### src/rtl/mc_ctrl_pkg.sv
`default_nettype none
// ============================================================================
// Package  : mc_ctrl_pkg
// Brief    : Opcode/funct codes, FSM state encoding, datapath mux select codes
//            and the one-hot instruction-class record for the multi-cycle
//            MIPS controller.
// Revision : 1.0
// ============================================================================
package mc_ctrl_pkg;

    localparam logic [5:0] c_op_rtype = 6'b000000;
    localparam logic [5:0] c_op_j     = 6'b000010;
    localparam logic [5:0] c_op_jal   = 6'b000011;
    localparam logic [5:0] c_op_beq   = 6'b000100;
    localparam logic [5:0] c_op_bne   = 6'b000101;
    localparam logic [5:0] c_op_addiu = 6'b001001;
    localparam logic [5:0] c_op_ori   = 6'b001101;
    localparam logic [5:0] c_op_lui   = 6'b001111;
    localparam logic [5:0] c_op_lw    = 6'b100011;
    localparam logic [5:0] c_op_sw    = 6'b101011;

    localparam logic [5:0] c_fn_nop   = 6'b000000;
    localparam logic [5:0] c_fn_jr    = 6'b001000;
    localparam logic [5:0] c_fn_addu  = 6'b100001;
    localparam logic [5:0] c_fn_subu  = 6'b100011;

    localparam logic [2:0] c_st_fetch  = 3'd0;
    localparam logic [2:0] c_st_decode = 3'd1;
    localparam logic [2:0] c_st_exe    = 3'd2;
    localparam logic [2:0] c_st_mem    = 3'd3;
    localparam logic [2:0] c_st_wb     = 3'd4;
    localparam logic [2:0] c_st_err    = 3'd5;

    localparam logic [1:0] c_alu_add = 2'b00;
    localparam logic [1:0] c_alu_sub = 2'b01;
    localparam logic [1:0] c_alu_or  = 2'b10;
    localparam logic [1:0] c_alu_lui = 2'b11;

    localparam logic [1:0] c_pc_alu    = 2'b00;
    localparam logic [1:0] c_pc_branch = 2'b01;
    localparam logic [1:0] c_pc_jump   = 2'b10;
    localparam logic [1:0] c_pc_rs     = 2'b11;

    localparam logic [1:0] c_srcb_rt      = 2'b00;
    localparam logic [1:0] c_srcb_four    = 2'b01;
    localparam logic [1:0] c_srcb_imm     = 2'b10;
    localparam logic [1:0] c_srcb_imm_sl2 = 2'b11;

    localparam logic [1:0] c_m2r_alu = 2'b00;
    localparam logic [1:0] c_m2r_mdr = 2'b01;
    localparam logic [1:0] c_m2r_pc  = 2'b10;

    localparam logic [1:0] c_dst_rt = 2'b00;
    localparam logic [1:0] c_dst_rd = 2'b01;
    localparam logic [1:0] c_dst_ra = 2'b10;

    localparam int c_inst_w = 13;

    typedef struct packed {
        logic nop;
        logic addu;
        logic subu;
        logic ori;
        logic addiu;
        logic lui;
        logic lw;
        logic sw;
        logic beq;
        logic bne;
        logic j;
        logic jal;
        logic jr;
    } inst_t;

endpackage
`default_nettype wire

### src/rtl/mc_ctrl_dec.sv
`default_nettype none
// ============================================================================
// Module   : mc_ctrl_dec
// Brief    : Combinational Op/Func decoder to a one-hot instruction class plus
//            an illegal flag. bne is decoded only when MC_CTRL_BNE_EN is set.
// Revision : 1.0
// ============================================================================
module mc_ctrl_dec
    import mc_ctrl_pkg::*;
(
    input  logic [5:0]          Op,
    input  logic [5:0]          Func,
    output logic [c_inst_w-1:0] inst,
    output logic                illegal
);

    inst_t w_dec;

    always_comb begin
        w_dec = '0;
        case (Op)
            c_op_rtype: begin
                case (Func)
                    c_fn_nop:  w_dec.nop  = 1'b1;
                    c_fn_addu: w_dec.addu = 1'b1;
                    c_fn_subu: w_dec.subu = 1'b1;
                    c_fn_jr:   w_dec.jr   = 1'b1;
                    default:   w_dec.nop  = 1'b0;
                endcase
            end
            c_op_j:     w_dec.j     = 1'b1;
            c_op_jal:   w_dec.jal   = 1'b1;
            c_op_beq:   w_dec.beq   = 1'b1;
`ifdef MC_CTRL_BNE_EN
            c_op_bne:   w_dec.bne   = 1'b1;
`else
            c_op_bne:   w_dec.bne   = 1'b0;
`endif
            c_op_addiu: w_dec.addiu = 1'b1;
            c_op_ori:   w_dec.ori   = 1'b1;
            c_op_lui:   w_dec.lui   = 1'b1;
            c_op_lw:    w_dec.lw    = 1'b1;
            c_op_sw:    w_dec.sw    = 1'b1;
            default:    w_dec.nop   = 1'b0;
        endcase
    end

    assign inst    = w_dec;
    assign illegal = ~|w_dec;

endmodule
`default_nettype wire

### src/rtl/mc_ctrl.sv
`default_nettype none
// ============================================================================
// Module   : mc_ctrl
// Brief    : Multi-cycle MIPS control FSM (FETCH/DECODE/EXE/MEM/WB/ERR) with
//            memory handshakes, watchdog and retired-instruction counter.
//            Define MC_CTRL_BNE_EN to add bne support.
// Revision : 1.0
// ============================================================================
module mc_ctrl
    import mc_ctrl_pkg::*;
#(
    parameter int WAIT_MAX = 15,
    parameter int CNT_W    = 32
) (
    input  logic             clk,
    input  logic             reset,
    input  logic [5:0]       Op,
    input  logic [5:0]       Func,
    input  logic             Zero,
    input  logic             imem_ready,
    input  logic             dmem_ready,
    output logic             imem_req,
    output logic             dmem_req,
    output logic             IRWr,
    output logic             PCWr,
    output logic [1:0]       PCSrc,
    output logic             ALUSrcA,
    output logic [1:0]       ALUSrcB,
    output logic [1:0]       ALUOp,
    output logic             ExtOp,
    output logic             MemWrite,
    output logic [1:0]       MemtoReg,
    output logic             RegWr,
    output logic [1:0]       RegDst,
    output logic             illegal,
    output logic             bus_err,
    output logic [CNT_W-1:0] retired
);

    localparam logic [7:0] c_wait_last = 8'(WAIT_MAX - 1);

    logic [2:0]          r_state;
    logic [2:0]          w_next;
    logic [7:0]          r_wait_cnt;
    logic [CNT_W-1:0]    r_retired;
    logic                r_bus_err;
    logic                w_retire;
    logic                w_waiting;
    logic                w_expire;
    logic                w_illegal;
    logic [c_inst_w-1:0] w_inst_vec;
    inst_t               w_inst;

    mc_ctrl_dec u_dec (
        .Op      (Op),
        .Func    (Func),
        .inst    (w_inst_vec),
        .illegal (w_illegal)
    );

    assign w_inst    = inst_t'(w_inst_vec);
    assign w_waiting = ((r_state == c_st_fetch) && !imem_ready) ||
                       ((r_state == c_st_mem)   && !dmem_ready);
    // The error fires on the non-ready cycle that would bring the count to WAIT_MAX.
    assign w_expire  = (r_wait_cnt == c_wait_last);

    // Everything is gated by reset so an abort never leaks a partial strobe.
    always_comb begin
        imem_req = 1'b0;
        dmem_req = 1'b0;
        IRWr     = 1'b0;
        PCWr     = 1'b0;
        PCSrc    = c_pc_alu;
        ALUSrcA  = 1'b0;
        ALUSrcB  = c_srcb_rt;
        ALUOp    = c_alu_add;
        ExtOp    = 1'b0;
        MemWrite = 1'b0;
        MemtoReg = c_m2r_alu;
        RegWr    = 1'b0;
        RegDst   = c_dst_rt;
        illegal  = 1'b0;
        w_next   = r_state;
        w_retire = 1'b0;
        if (!reset) begin
            case (r_state)
                c_st_fetch: begin
                    imem_req = 1'b1;
                    ALUSrcB  = c_srcb_four;
                    if (imem_ready) begin
                        IRWr   = 1'b1;
                        PCWr   = 1'b1;
                        w_next = c_st_decode;
                    end else if (w_expire) begin
                        w_next = c_st_err;
                    end
                end
                c_st_decode: begin
                    ALUSrcB = c_srcb_imm_sl2;
                    ExtOp   = 1'b1;
                    w_next  = c_st_fetch;
                    if (w_inst.nop) begin
                        w_retire = 1'b1;
                    end else if (w_inst.j || w_inst.jal) begin
                        PCWr     = 1'b1;
                        PCSrc    = c_pc_jump;
                        w_retire = 1'b1;
                        if (w_inst.jal) begin
                            RegWr    = 1'b1;
                            RegDst   = c_dst_ra;
                            MemtoReg = c_m2r_pc;
                        end
                    end else if (w_inst.jr) begin
                        PCWr     = 1'b1;
                        PCSrc    = c_pc_rs;
                        w_retire = 1'b1;
                    end else if (w_illegal) begin
                        illegal = 1'b1;
                    end else begin
                        w_next = c_st_exe;
                    end
                end
                c_st_exe: begin
                    ALUSrcA = 1'b1;
                    w_next  = c_st_wb;
                    if (w_inst.addu || w_inst.subu) begin
                        ALUSrcB = c_srcb_rt;
                        ALUOp   = w_inst.subu ? c_alu_sub : c_alu_add;
                    end else if (w_inst.ori) begin
                        ALUSrcB = c_srcb_imm;
                        ALUOp   = c_alu_or;
                    end else if (w_inst.addiu) begin
                        ALUSrcB = c_srcb_imm;
                        ExtOp   = 1'b1;
                    end else if (w_inst.lui) begin
                        ALUSrcB = c_srcb_imm;
                        ALUOp   = c_alu_lui;
                    end else if (w_inst.lw || w_inst.sw) begin
                        ALUSrcB = c_srcb_imm;
                        ExtOp   = 1'b1;
                        w_next  = c_st_mem;
                    end else if (w_inst.beq || w_inst.bne) begin
                        ALUSrcB  = c_srcb_rt;
                        ALUOp    = c_alu_sub;
                        PCSrc    = c_pc_branch;
                        PCWr     = w_inst.beq ? Zero : !Zero;
                        w_next   = c_st_fetch;
                        w_retire = 1'b1;
                    end else begin
                        w_next = c_st_fetch;
                    end
                end
                c_st_mem: begin
                    dmem_req = 1'b1;
                    MemWrite = w_inst.sw;
                    if (dmem_ready) begin
                        if (w_inst.lw) begin
                            w_next = c_st_wb;
                        end else begin
                            w_next   = c_st_fetch;
                            w_retire = 1'b1;
                        end
                    end else if (w_expire) begin
                        w_next = c_st_err;
                    end
                end
                c_st_wb: begin
                    RegWr    = 1'b1;
                    RegDst   = (w_inst.addu || w_inst.subu) ? c_dst_rd : c_dst_rt;
                    MemtoReg = w_inst.lw ? c_m2r_mdr : c_m2r_alu;
                    w_next   = c_st_fetch;
                    w_retire = 1'b1;
                end
                c_st_err: begin
                    w_next = c_st_err;
                end
                default: begin
                    w_next = c_st_fetch;
                end
            endcase
        end
    end

    always_ff @(posedge clk) begin
        if (reset) begin
            r_state    <= c_st_fetch;
            r_wait_cnt <= 8'd0;
            r_retired  <= '0;
            r_bus_err  <= 1'b0;
        end else begin
            r_state <= w_next;
            if (w_next != r_state) begin
                r_wait_cnt <= 8'd0;
            end else if (w_waiting) begin
                r_wait_cnt <= r_wait_cnt + 8'd1;
            end
            if (w_retire) begin
                r_retired <= r_retired + CNT_W'(1);
            end
            if (w_next == c_st_err) begin
                r_bus_err <= 1'b1;
            end
        end
    end

    assign bus_err = r_bus_err;
    assign retired = r_retired;

endmodule
`default_nettype wire

### config.mk
export PLATFORM = sky130hd
export DESIGN_NAME = mc_ctrl
export DESIGN_NICKNAME = d
export VERILOG_FILES = /design/src/rtl/mc_ctrl_pkg.sv /design/src/rtl/mc_ctrl_dec.sv /design/src/rtl/mc_ctrl.sv
export SDC_FILE = /design/constraint.sdc
export NUM_CORES = 1
export LEC_CHECK = 0
export BUFFER_PORTS_ARGS = -buffer_cell sky130_fd_sc_hd__buf_2
export CAP_MARGIN = 20
export CELL_PAD_IN_SITES_DETAIL_PLACEMENT = 0
export CELL_PAD_IN_SITES_GLOBAL_PLACEMENT = 2
export CORE_UTILIZATION = 32
export DETAILED_ROUTE_END_ITERATION = 10
export PLACE_DENSITY_LB_ADDON = 0.1
export SYNTH_ARGS = -nofsm -noshare
export SYNTH_HDL_FRONTEND = slang
export SYNTH_SLANG_ARGS = --single-unit
### constraint.sdc
create_clock -name clk -period 3.9 [get_ports clk]
set_clock_uncertainty 0.05 [all_clocks]
set_input_delay 0.39 -clock clk [delete_from_list [all_inputs] [get_ports clk]]
set_output_delay 0.39 -clock clk [all_outputs]
set_load 0.02 [all_outputs]
==> results_dict.tcl <==
set metrics [dict create \
    drv_slew 0 \
    drt_first_pass_iters 4 \
    worst_slew_pin_slew_ns 0.967 \
    drcViolationCount 0 \
    via_per_inst 5.69 \
    synthesis.area_um2 2820 \
    post_dp_cell_area_um2 3200 \
    postSynthAreaPerCell_um2 7.53 \
    cts-htree-levels 2 \
    cts_setup_buffers 0 \
    critPathLaunchType "register" \
    synth_top_area_share_pct 31.2 \
    cts_hold_buf 0 \
    die_w_um 95.9 \
    synth_nets 395 \
    start_util_pct 33.7 \
    fin_crit_sh_pct 69.6 \
    synth_edf_count 0 \
    avgRoutedWirePerCell_um 15.7 \
    yosysWarnings 0 \
    finalHoldViolCount 0 \
    synth_cells 375 \
    end_kind "primary output" \
    yosysSeqAreaShare_pct 31.2 \
    holdCritPathClass "reg2reg" \
    die_y_um 95.9 \
    max_cap_violations 0 \
    clock_latency_ns 0.30 \
    numCtsBuffers 5 \
    grt_pass1_wl_um 13600 \
    ios 69 \
    synth_common_cells "dfxtp_1, a21oi_1, nor2_1" \
    synth_seq_cells 44 \
    nets 446 \
    overflow 0 \
    path_class "reg2out" \
    coreArea_um2 8380 \
    routed_wl_um 8340 \
    ctsResizeCount 0 \
    drive_above_1_share_pct 20.4 \
    diodes 0 \
    grt_usage_pct 18.8 \
    grt_max_degree 52 \
    min_period_ns 2.72 \
    nFillCells 908 \
    rsz0062_at_grt "no" \
    fmax_mhz 368 \
    antenna_found_initial 0 \
    slowest_stage "dfxtp_1" \
    dominantRegCellSynth "dfxtp_1" \
    drtAntennaViolNets 0 \
    peakVddDrop_mv 0.147 \
    die-area_um2 9200 \
    root_buffer "clkbuf_8" \
    rows 33 \
    fin_util_pct 39.2 \
    syn2layout_area_growth_pct 16.3 \
    crit_chain "or2b_1, a311o_1, or2_2, o31ai_1, buf_2" \
    p_total_uw 846 \
    ys_types 58 \
    setup_tns_ns 0 \
    vias 3024 \
    p_leak_uw 0.00117 \
    status "completed" \
    final_area_um2 3280 \
    synthTopCellsByArea "dfxtp_1, a21oi_1, or3_1" \
    place_congestion 0.830 \
    crit_fanout 18 \
    cts.sinks 44 \
    cts_tree "yes" \
    critPathArrivalTime_ns 2.28 \
    synth_most_common_cell "dfxtp_1" \
    cp_slowest_stage_delay_ns 0.49 \
    portBuffers 68 \
    grt_pass1_vias 2791 \
    ctsLongestPathBuffers 2 \
    clkTransAtPathRegs_ns 0.08 \
    power_density_nw_per_um2 258 \
    synthArstFlopShare_pct 0 \
    drt_iter0_markers 94 \
    max-slew-margin-rel_pct 35.5 \
    setup_viol 0 \
    worstPathRequired_ns 3.46 \
    hpwlAfterDp_um 5820 \
    synth_area_leader_cell "dfxtp_1" \
]
==> routing by layer <==
| layer | GRT usage [%] | routed length, µm |
|---|---|---|
| met5 | 0 | 0 |
| met4 | 5.22 | 119 |
| met3 | 2.92 | 323 |
| met2 | 33.3 | 4040 |
| met1 | 23.5 | 3860 |
==> registers in the layout (all words and copies together) (netlist names) <==
name,flops
retired,32
r_wait_cnt,8
r_state,3
bus_err,1
==> placed cells by master (no fill, tap or decap), types with 13 or more instances in the layout <==
master,netlist,final
a21oi_1,40,40
buf_2,6,68
dfxtp_1,44,44
nand2_1,22,22
nand3_1,24,24
nand4_1,14,14
nor2_1,25,25
nor4_1,18,18
o21ai_0,23,23
o31ai_1,13,13
or3_1,21,21
==> through the flow <==
step                setup WS (ns)  hold slack (ns)  std cells
finish                       1.18            0.423        531
global route                 1.06            0.460        531
CTS                          1.19            0.429        531
detailed placement           1.15            0.417        524
global placement             1.24            0.416        524
floorplan                    1.18            0.485        375
==> logic make-up after synthesis <==
family	Yosys count	share of synthesized area, %
xor gates and xnor gates	8	2.48
AOI/OAI and AO/OA	97	21.7
muxes	1	0.355
adders and majority gates	3	1.33
buffers and inverters	39	5.98
and+or+nand+nor	183	36.9
DFF	44	31.2
==> worst max-delay path, delay by kind of cell (launching register included) <==
kind,cells,cell delay (ns)
AO/OA/AOI/OAI,2,0.59
buffers and inverters,1,0.20
flip-flops,1,0.49
AND/OR/NAND/NOR,2,0.69
==> power breakdown <==
group	internal [µW]	switching, µW
clock network	122	171
logic	33.2	65.6
registers	451	3.32
==> final cells by class <==
class	count	area (µm²)	area share, %
Tap cell	105	131	4.00
Clock buffer	5	68.8	2.10
Timing Repair Buffer	73	378	11.5
Clock inverter	2	12.5	0.381
Sequential cell	44	881	26.8
Multi-Input combinational cell	292	1770	54.0
Inverter	10	37.5	1.14
==> path summary, 6_finish.rpt <==
path | from | to | slack (ns) | cells past startpoint
hold reg to reg | bus_err | bus_err | 0.42 | 2
setup / recovery | r_state[1] | RegWr | 1.18 | 5
hold / removal | bus_err | bus_err | 0.42 | 2
setup reg to reg | r_state[1] | r_wait_cnt[0] | 1.23 | 5
Note: power is estimated with default switching activity, not from simulation.
